File: src/rtl/player_controller_if.sv
// Button/frame inputs and registered square position/pulse outputs of player_controller.
// The controller uses the slave modport; whatever drives buttons and frame_start uses master.
interface player_controller_if;
    logic       btn_up;
    logic       btn_down;
    logic       btn_left;
    logic       btn_right;
    logic       frame_start;
    logic [4:0] sq_col;
    logic [3:0] sq_row;
    logic [9:0] sq_x;
    logic [9:0] sq_y;
    logic       move_done;
    logic       blocked;

    modport master (
        output btn_up, btn_down, btn_left, btn_right, frame_start,
        input  sq_col, sq_row, sq_x, sq_y, move_done, blocked
    );

    modport slave (
        input  btn_up, btn_down, btn_left, btn_right, frame_start,
        output sq_col, sq_row, sq_x, sq_y, move_done, blocked
    );
endinterface

File: src/rtl/player_controller.sv
// player_controller: debounced push-buttons -> grid cell of the player square, at most one move per frame.
// Define PLAYER_WRAP_EN to wrap moves around the grid edges instead of rejecting them.
//
// state  | meaning
// IDLE   | waiting for a debounced press
// ARMED  | direction latched, waiting for frame_start
// UPDATE | one cycle: commit or reject the latched move
module player_controller #(
    parameter int DEBOUNCE_CYCLES = 250000,
    parameter int GRID_SIZE       = 32,
    parameter int GRID_COLS       = 20,
    parameter int GRID_ROWS       = 15,
    parameter int START_COL       = 10,
    parameter int START_ROW       = 14
) (
    input  logic               clk,
    input  logic               rst_n,
    player_controller_if.slave bus
);
    localparam int CNT_W = (DEBOUNCE_CYCLES > 1) ? $clog2(DEBOUNCE_CYCLES) : 1;
    localparam int SHIFT = $clog2(GRID_SIZE);
    localparam logic [CNT_W-1:0] CNT_LAST = CNT_W'(DEBOUNCE_CYCLES - 1);
    localparam logic [4:0] COL_LAST  = 5'(GRID_COLS - 1);
    localparam logic [3:0] ROW_LAST  = 4'(GRID_ROWS - 1);
    localparam logic [4:0] COL_RESET = 5'(START_COL);
    localparam logic [3:0] ROW_RESET = 4'(START_ROW);
    localparam logic [9:0] X_RESET   = 10'(START_COL * GRID_SIZE);
    localparam logic [9:0] Y_RESET   = 10'(START_ROW * GRID_SIZE);

    typedef enum logic [1:0] {IDLE, ARMED, UPDATE} state_t;
    typedef enum logic [1:0] {DIR_UP, DIR_DOWN, DIR_LEFT, DIR_RIGHT} dir_t;

    // bit order everywhere: [0]=up [1]=down [2]=left [3]=right
    logic [3:0]       btn_raw;
    logic [3:0]       sync_1;
    logic [3:0]       sync_2;
    logic [3:0]       stable;
    logic [3:0]       press;
    logic [CNT_W-1:0] deb_cnt [4];

    state_t     state;
    state_t     state_nxt;
    dir_t       dir_q;
    dir_t       dir_sel;
    logic       load_dir;
    logic       commit;
    logic       reject;
    logic       in_range;
    logic [4:0] tgt_col;
    logic [3:0] tgt_row;
    logic [4:0] col_q;
    logic [3:0] row_q;
    logic [9:0] x_q;
    logic [9:0] y_q;
    logic       move_done_q;
    logic       blocked_q;

    assign btn_raw = {bus.btn_right, bus.btn_left, bus.btn_down, bus.btn_up};

    always_ff @(posedge clk or negedge rst_n) begin
        if (!rst_n) begin
            sync_1 <= '0;
            sync_2 <= '0;
        end else begin
            sync_1 <= btn_raw;
            sync_2 <= sync_1;
        end
    end

    always_ff @(posedge clk or negedge rst_n) begin
        if (!rst_n) begin
            stable <= '0;
            for (int i = 0; i < 4; i++) deb_cnt[i] <= '0;
        end else begin
            for (int i = 0; i < 4; i++) begin
                if (sync_2[i] == stable[i]) begin
                    deb_cnt[i] <= '0;
                end else if (deb_cnt[i] == CNT_LAST) begin
                    stable[i]  <= sync_2[i];
                    deb_cnt[i] <= '0;
                end else begin
                    deb_cnt[i] <= deb_cnt[i] + 1'b1;
                end
            end
        end
    end

    // A press is flagged in the same cycle the stable level is about to rise.
    always_comb begin
        press = '0;
        for (int i = 0; i < 4; i++) begin
            press[i] = sync_2[i] & ~stable[i] & (deb_cnt[i] == CNT_LAST);
        end
    end

    always_ff @(posedge clk or negedge rst_n) begin
        if (!rst_n) state <= IDLE;
        else        state <= state_nxt;
    end

    always_comb begin
        state_nxt = state;
        case (state)
            IDLE:    if (press != '0)      state_nxt = ARMED;
            ARMED:   if (bus.frame_start)  state_nxt = UPDATE;
            UPDATE:                        state_nxt = IDLE;
            default:                       state_nxt = IDLE;
        endcase
    end

    always_comb begin
        tgt_col  = col_q;
        tgt_row  = row_q;
        in_range = 1'b1;
        case (dir_q)
            DIR_UP: begin
                if (row_q == 4'd0) begin
`ifdef PLAYER_WRAP_EN
                    tgt_row = ROW_LAST;
`else
                    in_range = 1'b0;
`endif
                end else begin
                    tgt_row = row_q - 4'd1;
                end
            end
            DIR_DOWN: begin
                if (row_q == ROW_LAST) begin
`ifdef PLAYER_WRAP_EN
                    tgt_row = 4'd0;
`else
                    in_range = 1'b0;
`endif
                end else begin
                    tgt_row = row_q + 4'd1;
                end
            end
            DIR_LEFT: begin
                if (col_q == 5'd0) begin
`ifdef PLAYER_WRAP_EN
                    tgt_col = COL_LAST;
`else
                    in_range = 1'b0;
`endif
                end else begin
                    tgt_col = col_q - 5'd1;
                end
            end
            DIR_RIGHT: begin
                if (col_q == COL_LAST) begin
`ifdef PLAYER_WRAP_EN
                    tgt_col = 5'd0;
`else
                    in_range = 1'b0;
`endif
                end else begin
                    tgt_col = col_q + 5'd1;
                end
            end
            default: in_range = 1'b0;
        endcase

        if (press[0])      dir_sel = DIR_UP;
        else if (press[1]) dir_sel = DIR_DOWN;
        else if (press[2]) dir_sel = DIR_LEFT;
        else               dir_sel = DIR_RIGHT;

        load_dir = (state == IDLE) && (press != '0);
        commit   = (state == UPDATE) && in_range;
        reject   = (state == UPDATE) && !in_range;
    end

    always_ff @(posedge clk or negedge rst_n) begin
        if (!rst_n) begin
            dir_q       <= DIR_UP;
            col_q       <= COL_RESET;
            row_q       <= ROW_RESET;
            x_q         <= X_RESET;
            y_q         <= Y_RESET;
            move_done_q <= 1'b0;
            blocked_q   <= 1'b0;
        end else begin
            if (load_dir) dir_q <= dir_sel;
            move_done_q <= commit;
            blocked_q   <= reject;
            if (commit) begin
                col_q <= tgt_col;
                row_q <= tgt_row;
                x_q   <= 10'(tgt_col) << SHIFT;
                y_q   <= 10'(tgt_row) << SHIFT;
            end
        end
    end

    assign bus.sq_col    = col_q;
    assign bus.sq_row    = row_q;
    assign bus.sq_x      = x_q;
    assign bus.sq_y      = y_q;
    assign bus.move_done = move_done_q;
    assign bus.blocked   = blocked_q;
endmodule

File: src/flat_wrapper.sv
// flat-port wrapper written by rule: the top's interface ports become plain ports
module player_controller_flat 
#(
    parameter int DEBOUNCE_CYCLES = 250000,
    parameter int GRID_SIZE       = 32,
    parameter int GRID_COLS       = 20,
    parameter int GRID_ROWS       = 15,
    parameter int START_COL       = 10,
    parameter int START_ROW       = 14
)
  (clk, rst_n, bus_btn_up, bus_btn_down, bus_btn_left, bus_btn_right, bus_frame_start, bus_sq_col, bus_sq_row, bus_sq_x, bus_sq_y, bus_move_done, bus_blocked);
  player_controller_if bus_i ();
  input  logic clk;
  input  logic rst_n;
  input wire logic [$bits(bus_i.btn_up)-1:0] bus_btn_up;
  input wire logic [$bits(bus_i.btn_down)-1:0] bus_btn_down;
  input wire logic [$bits(bus_i.btn_left)-1:0] bus_btn_left;
  input wire logic [$bits(bus_i.btn_right)-1:0] bus_btn_right;
  input wire logic [$bits(bus_i.frame_start)-1:0] bus_frame_start;
  output wire logic [$bits(bus_i.sq_col)-1:0] bus_sq_col;
  output wire logic [$bits(bus_i.sq_row)-1:0] bus_sq_row;
  output wire logic [$bits(bus_i.sq_x)-1:0] bus_sq_x;
  output wire logic [$bits(bus_i.sq_y)-1:0] bus_sq_y;
  output wire logic [$bits(bus_i.move_done)-1:0] bus_move_done;
  output wire logic [$bits(bus_i.blocked)-1:0] bus_blocked;
  assign bus_i.btn_up = bus_btn_up;
  assign bus_i.btn_down = bus_btn_down;
  assign bus_i.btn_left = bus_btn_left;
  assign bus_i.btn_right = bus_btn_right;
  assign bus_i.frame_start = bus_frame_start;
  assign bus_sq_col = bus_i.sq_col;
  assign bus_sq_row = bus_i.sq_row;
  assign bus_sq_x = bus_i.sq_x;
  assign bus_sq_y = bus_i.sq_y;
  assign bus_move_done = bus_i.move_done;
  assign bus_blocked = bus_i.blocked;
  player_controller #(.DEBOUNCE_CYCLES(DEBOUNCE_CYCLES), .GRID_SIZE(GRID_SIZE), .GRID_COLS(GRID_COLS), .GRID_ROWS(GRID_ROWS), .START_COL(START_COL), .START_ROW(START_ROW)) u_core (.clk(clk), .rst_n(rst_n), .bus(bus_i));
endmodule
File: config.mk
export PLATFORM = sky130hd
export DESIGN_NAME = player_controller_flat
export DESIGN_NICKNAME = d
export VERILOG_FILES = /design/src/rtl/player_controller_if.sv /design/src/rtl/player_controller.sv /design/src/flat_wrapper.sv
export SDC_FILE = /design/constraint.sdc
export NUM_CORES = 1
export LEC_CHECK = 0
export ABC_AREA = 1
export BUFFER_PORTS_ARGS = -buffer_cell sky130_fd_sc_hd__buf_2
export CAP_MARGIN = 20
export CORE_MARGIN = 1
export CORE_UTILIZATION = 40
export DETAILED_ROUTE_END_ITERATION = 8
export MAX_ROUTING_LAYER = met4
export PLACE_DENSITY = 0.59
export SKIP_LAST_GASP = 1
export SLEW_MARGIN = 20
export SYNTH_ARGS = -nofsm -noshare
export SYNTH_HDL_FRONTEND = slang
export SYNTH_SLANG_ARGS = --single-unit
File: constraint.sdc
create_clock -name clk -period 1.96 [get_ports clk]
set_clock_uncertainty 0.2 [all_clocks]
set_input_delay 0.588 -clock clk [delete_from_list [all_inputs] [get_ports clk]]
set_output_delay 0.588 -clock clk [all_outputs]
set_load 0.005 [all_outputs]
-- Yosys cells after proc, flatten, opt, wreduce, memory -nomap -nowiden
Index checks and enable logic that the tools add are counted.
- output and inout bits: 31
- register bits after elaboration: 99
- word-level logic and storage cells: 104
- bits of input ports: 7
- add/sub/neg operators: 8
- equality and inequality tests: 21
- bitwise gates (word level): 16
- reductions and logical operators: 18
- mux-type cells: 25
- operators with widths (operator ; number):
    two-way mux 18 bit ; 8
    adder 18 x 1 -> 18 bit, second input constant ; 4
    equality test 18 bit, second input constant ; 4
    two-way mux 5 bit ; 2
    inequality test 2 bit, second input constant ; 5
    case mux 5 bit (2 select lines) ; 1
    AND reduction 2 bit ; 5
    bitwise AND 1 bit ; 8
    two-way mux 2 bit ; 4
    two-way mux 4 bit ; 2
    NOT 1 bit ; 8
    case mux 4 bit (2 select lines) ; 1
    AND reduction 4 bit ; 2
    equality test 2 bit, second input constant ; 3
    adder 5 x 1 -> 5 bit, second input constant ; 1
    equality test 5 bit, second input constant ; 1
    zero test 5 bit ; 1
    two-way mux 1 bit ; 5
    subtractor 5 x 1 -> 5 bit, second input constant ; 1
    adder 4 x 1 -> 4 bit, second input constant ; 1
    equality test 1 bit ; 4
    equality test 2 x 1 -> 1 bit, second input constant ; 2
    equality test 4 bit, second input constant ; 1
    zero test 2 bit ; 2
    9 further kinds ; 12

-- Longest topological paths before layout
- word-level depth: 6
- mapped depth: 11
- gate-level depth less buffers: 11

-- Worst setup path after synthesis
Ideal clock, no wire load.
- path type: register to register
- start: reg u_core.dir_q[1]
- end: reg u_core.row_q[3] (netlist: u_core.bus.sq_row[3])
- setup slack: 211 ps
- cell stages (with the launch flop): 8
- arrival: 1468 ps
- required time: 1679 ps
- period minus slack after synthesis: 1749 ps
- path buffers: 0
- library setup time: 81 ps
- path through: dfrtp_1 inv_1 nand2_1 ha_1 a21oi_1 o21ai_0 xor2_1 o21ai_0
- word-level cells in the longest chain between the ends: 4
- elaborated cells between the ends (all ways): 11
- those cells by class: 5 x eq/ne; 2 x mux; 4 x reduce/logical
- RTL lines (element ; RTL line ; RTL):
    start: declaration ; player_controller.sv:43 ; dir_t dir_q;
    start signal: assignment ; player_controller.sv:183 ; if (load_dir) dir_q <= dir_sel;
    equality test 2 bit, or another cell as far along ; player_controller.sv:115 ; case (dir_q)
    case mux 1 bit (4 select lines) ; player_controller.sv:115 ;
    logical AND 1 bit ; player_controller.sv:169 ; commit = (state == UPDATE) && in_range;
    AND reduction 4 bit (no line) ; n/a ;
    end signal: assignment ; player_controller.sv:188 ; row_q <= tgt_row;
    end: declaration ; player_controller.sv:52 ; logic [3:0] row_q;
Parallel ways exist; a longest one is shown, timed or not.
A chain may end at the register's enable or synchronous reset.

==> qor.tcl <==
set qor(drt_first_iter_violations) 213
set qor(route.vias.total) 4091
set qor(use_met1_pct) 19.9
set qor(gpl.final_weighted_congestion) 0.841
set qor(layout_common_cells) {138 x nand2_1, 104 x nor2_1, 93 x dfrtp_1, 72 x inv_1, 32 x nand3_1}
set qor(critical_path_fanout_max) 6
set qor(grt_first_pass_wirelength_mm) 16.5
set qor(timing.final.max_slew_violations) 0
set qor(leakagePower_nw) 2.78
set qor(yosys_register_bits) 99
set qor(r2r_setup_slack_ns) 0.13
set qor(fmaxAchievable_ghz) 0.532
set qor(n_antenna_cell) 0
set qor(period_minus_slack_ns) 1.88
set qor(gr-max-usage-layer) {met2}
set qor(async_reset_ff_share_pct) 100
set qor(final_antenna_net_count) 0
set qor(avgRoutedWirePerCell_um) 11.3
set qor(pin_count) 38
set qor(startpoint_type) {flip-flop}
set qor(die_w_um) 117
set qor(design_power_total_mw) 4.04
set qor(crit_cells) 1
set qor(core-area_mm2) 0.0128
set qor(path_buf_inv) 1
set qor(synth.distinct_cells) 37
set qor(finalSetupViolCount) 0
set qor(drc) 0
set qor(clock_sinks) 99
set qor(fin_setup_tns_ns) 0
set qor(sequential_cell_area_mm2) 0.00248
set qor(utilization_pct) 47.0
set qor(worstPathArrival_ns) 1.09
set qor(grt_pass1_vias) 3755
set qor(die_h_um) 117
set qor(overflow) 0
set qor(endpoint_kind) {primary output}
set qor(worst_hold_path.num_cells) 1
set qor(ys_dominant_reg_cell) {dfrtp_1}
set qor(hold-path-endpoint) {u_core.sync_1[1]}
set qor(outcome) {finished clean}
set qor(cts.htree.levels) 3
set qor(timing.slew.headroom_pct) 63.5
set qor(multi_input_area_mm2) 0.00242
set qor(cts_tree) {yes}
set qor(crit_start) {u_core.bus.sq_row[2]}
set qor(critical_path.cell_chain) {buf_2}
set qor(post_synthesis_area_per_instance_um2) 8.19
set qor(worst-setup-path-type) {flip-flop to primary output}
set qor(grt.met2_usage_pct) 24.9
set qor(r2r_end) {u_core.deb_cnt[16]}
set qor(drt-vias-per-instance) 4.74
set qor(clock_path_buffers) 2
set qor(cts.reportedPaths.clkPinSlew_ns) 0.07
set qor(mostFrequentLayoutCell) {nand2_1}
set qor(grt_start_max_net_pins) 31
set qor(synth_enable_flop_cells) 0
set qor(critical-path-max-stage-delay_ns) 0.61
set qor(cp_top_family) {flip-flops}
set qor(total_routed_length_mm) 9.74
set qor(design.die.area_mm2) 0.0137
set qor(cp.required_ns) 1.17
set qor(grt_antenna_before_repair) 0
set qor(worst_ir_drop_on_vdd_uv) 409
set qor(clock-root-buffer) {clkbuf_16}
set qor(worstMarginPinSlew_ns) 0.545
set qor(rsz0062_at_grt) {true}
set qor(worst_hold_slack_ns) 0.139
set qor(drt_pre_antenna_iters) 5
set qor(final-hold-violation-count) 0
set qor(max-cap-violations) 0
set qor(place.port_buffers) 26
set qor(slowest_stage) {dfstp_2}
set qor(reg2reg_depth) 8
set qor(fin_nets) 708
set qor(global_route.usage.met3_pct) 4.84
set qor(row_count) 41
set qor(layout-drive-gt1-share_pct) 14.2
set qor(powerDensity_mw_per_mm2) 674
set qor(groute.usage.overall_pct) 15.8
set qor(worstHoldPathType) {input pin to flip-flop}
set qor(crit-reg2reg-launch) {u_core.deb_cnt[0]}
set qor(layout_worst_path_cycle_share_pct) 96.0
set qor(initial_utilization_pct) 41.4
set qor(clock_latency_of_the_later_clocked_register_in_the_worst_skew_pair_ns) 0.35
set qor(flow.area_growth_from_synthesis_pct) 13.4
set qor(number_of_instances_in_the_synthesized_netlist) 646
set qor(synth_seq_area_share_pct) 46.9
set qor(fillerInstances) 1217
set qor(worstHoldStart) {bus_btn_down}
set qor(warnings_from_yosys) 0
set qor(dp.final_hpwl_mm) 7.19
set qor(tritoncts.num_buffers) 9
set qor(synth_area_mm2) 0.00529
cell usage after synthesis (2+ instances only):
| cell | n | area (um^2) |
|---|---|---|
| clkbuf_1 | 2 | 7.51 |
| fa_1 | 2 | 40.0 |
| nand4_1 | 17 | 106 |
| dfstp_2 | 5 | 131 |
| and3_1 | 5 | 31.3 |
| nor2_2 | 7 | 43.8 |
| xor2_1 | 18 | 158 |
| nand2_1 | 138 | 518 |
| nor3b_1 | 6 | 45.0 |
| nand2_2 | 2 | 12.5 |
| a211oi_1 | 2 | 15.0 |
| dfrtp_1 | 94 | 2350 |
| nand3_1 | 32 | 160 |
| inv_2 | 7 | 26.3 |
| nor3_2 | 2 | 20.0 |
| buf_4 | 20 | 150 |
| nor2_1 | 105 | 394 |
| ha_1 | 13 | 163 |
| and2_1 | 2 | 12.5 |
| a31oi_1 | 3 | 18.8 |
| a21oi_1 | 23 | 115 |
| inv_1 | 72 | 270 |
| nor3_1 | 20 | 100 |
| xnor2_1 | 12 | 105 |
| o21ai_0 | 14 | 70.1 |
| nand3_2 | 5 | 50.1 |
| nor2_4 | 8 | 90.1 |
worst max path at each step:
stage                            to  slack, ns
6_report                bus_sq_y[7]       0.08
5_1_grt          u_core.deb_cnt[16]      -0.01
4_1_cts          u_core.deb_cnt[12]       0.07
3_5_place_dp     u_core.deb_cnt[12]       0.06
3_3_place_gp   u_core.bus.sq_row[3]       0.18
2_1_floorplan  u_core.bus.sq_row[3]       0.21
through the flow:
| stage | worst slack [ns] | area (um^2) | cells |
|---|---|---|---|
| after floorplan | 0.211 | 5330 | 656 |
| after global placement | 0.175 | 5620 | 841 |
| after detailed placement | 0.0567 | 5620 | 841 |
| after CTS | 0.0652 | 5930 | 858 |
| after global routing | -0.0143 | 6000 | 863 |
| final | 0.0787 | 6000 | 863 |
cell type report:
| cell class | count | share of cell area [%] |
|---|---|---|
| Sequential cell | 99 | 41.4 |
| Multi-Input combinational cell | 455 | 40.3 |
| Inverter | 79 | 4.94 |
| Timing Repair Buffer | 42 | 4.67 |
| Clock buffer | 11 | 4.05 |
| Tap cell | 172 | 3.59 |
| Clock inverter | 5 | 1.04 |
where the power goes:
part	switching (mW)	total [mW]	internal, mW
clock network	0.772	1.80	1.03
logic	0.103	0.153	0.0497
registers	0.0168	2.09	2.07
cell families after synthesis:
group | count (synthesis) | share of synthesized area, %
adder cells (fa/ha/maj) | 15 | 3.83
XOR/XNOR | 30 | 4.96
AND/OR/NAND/NOR | 353 | 30.7
other | 1 | 0.0708
AO/OA/AOI/OAI | 46 | 4.82
buffers and inverters | 102 | 8.67
flip-flops | 99 | 46.9
state kept, by name (all words and copies together), names as in the netlist:
register,cells
u_core.bus.move_done,1
u_core.bus.sq_row,4
u_core.stable,4
u_core.bus.blocked,1
u_core.dir_q,2
u_core.state,2
u_core.sync_2,4
u_core.bus.sq_col,5
u_core.deb_cnt,72
u_core.sync_1,4
what timing repair did:
| action | 4_1_cts | 5_1_grt |
|---|---|---|
| buffers inserted | 0 | 5 |
| setup endpoints to repair | 0 | 15 |
| hold buffers | 1 | 0 |
| gates resized for setup | 0 | 6 |
| hold endpoints to repair | 15 | 0 |
routing by layer:
layer	routed length, um	share of wire, %	up-vias
met3	320	3.3	14
met4	116	1.2	0
met1	4690	48	1916
met2	4610	47	56
met5	0	0	-
li1	-	-	2105
(Power assumes the default switching activity.)
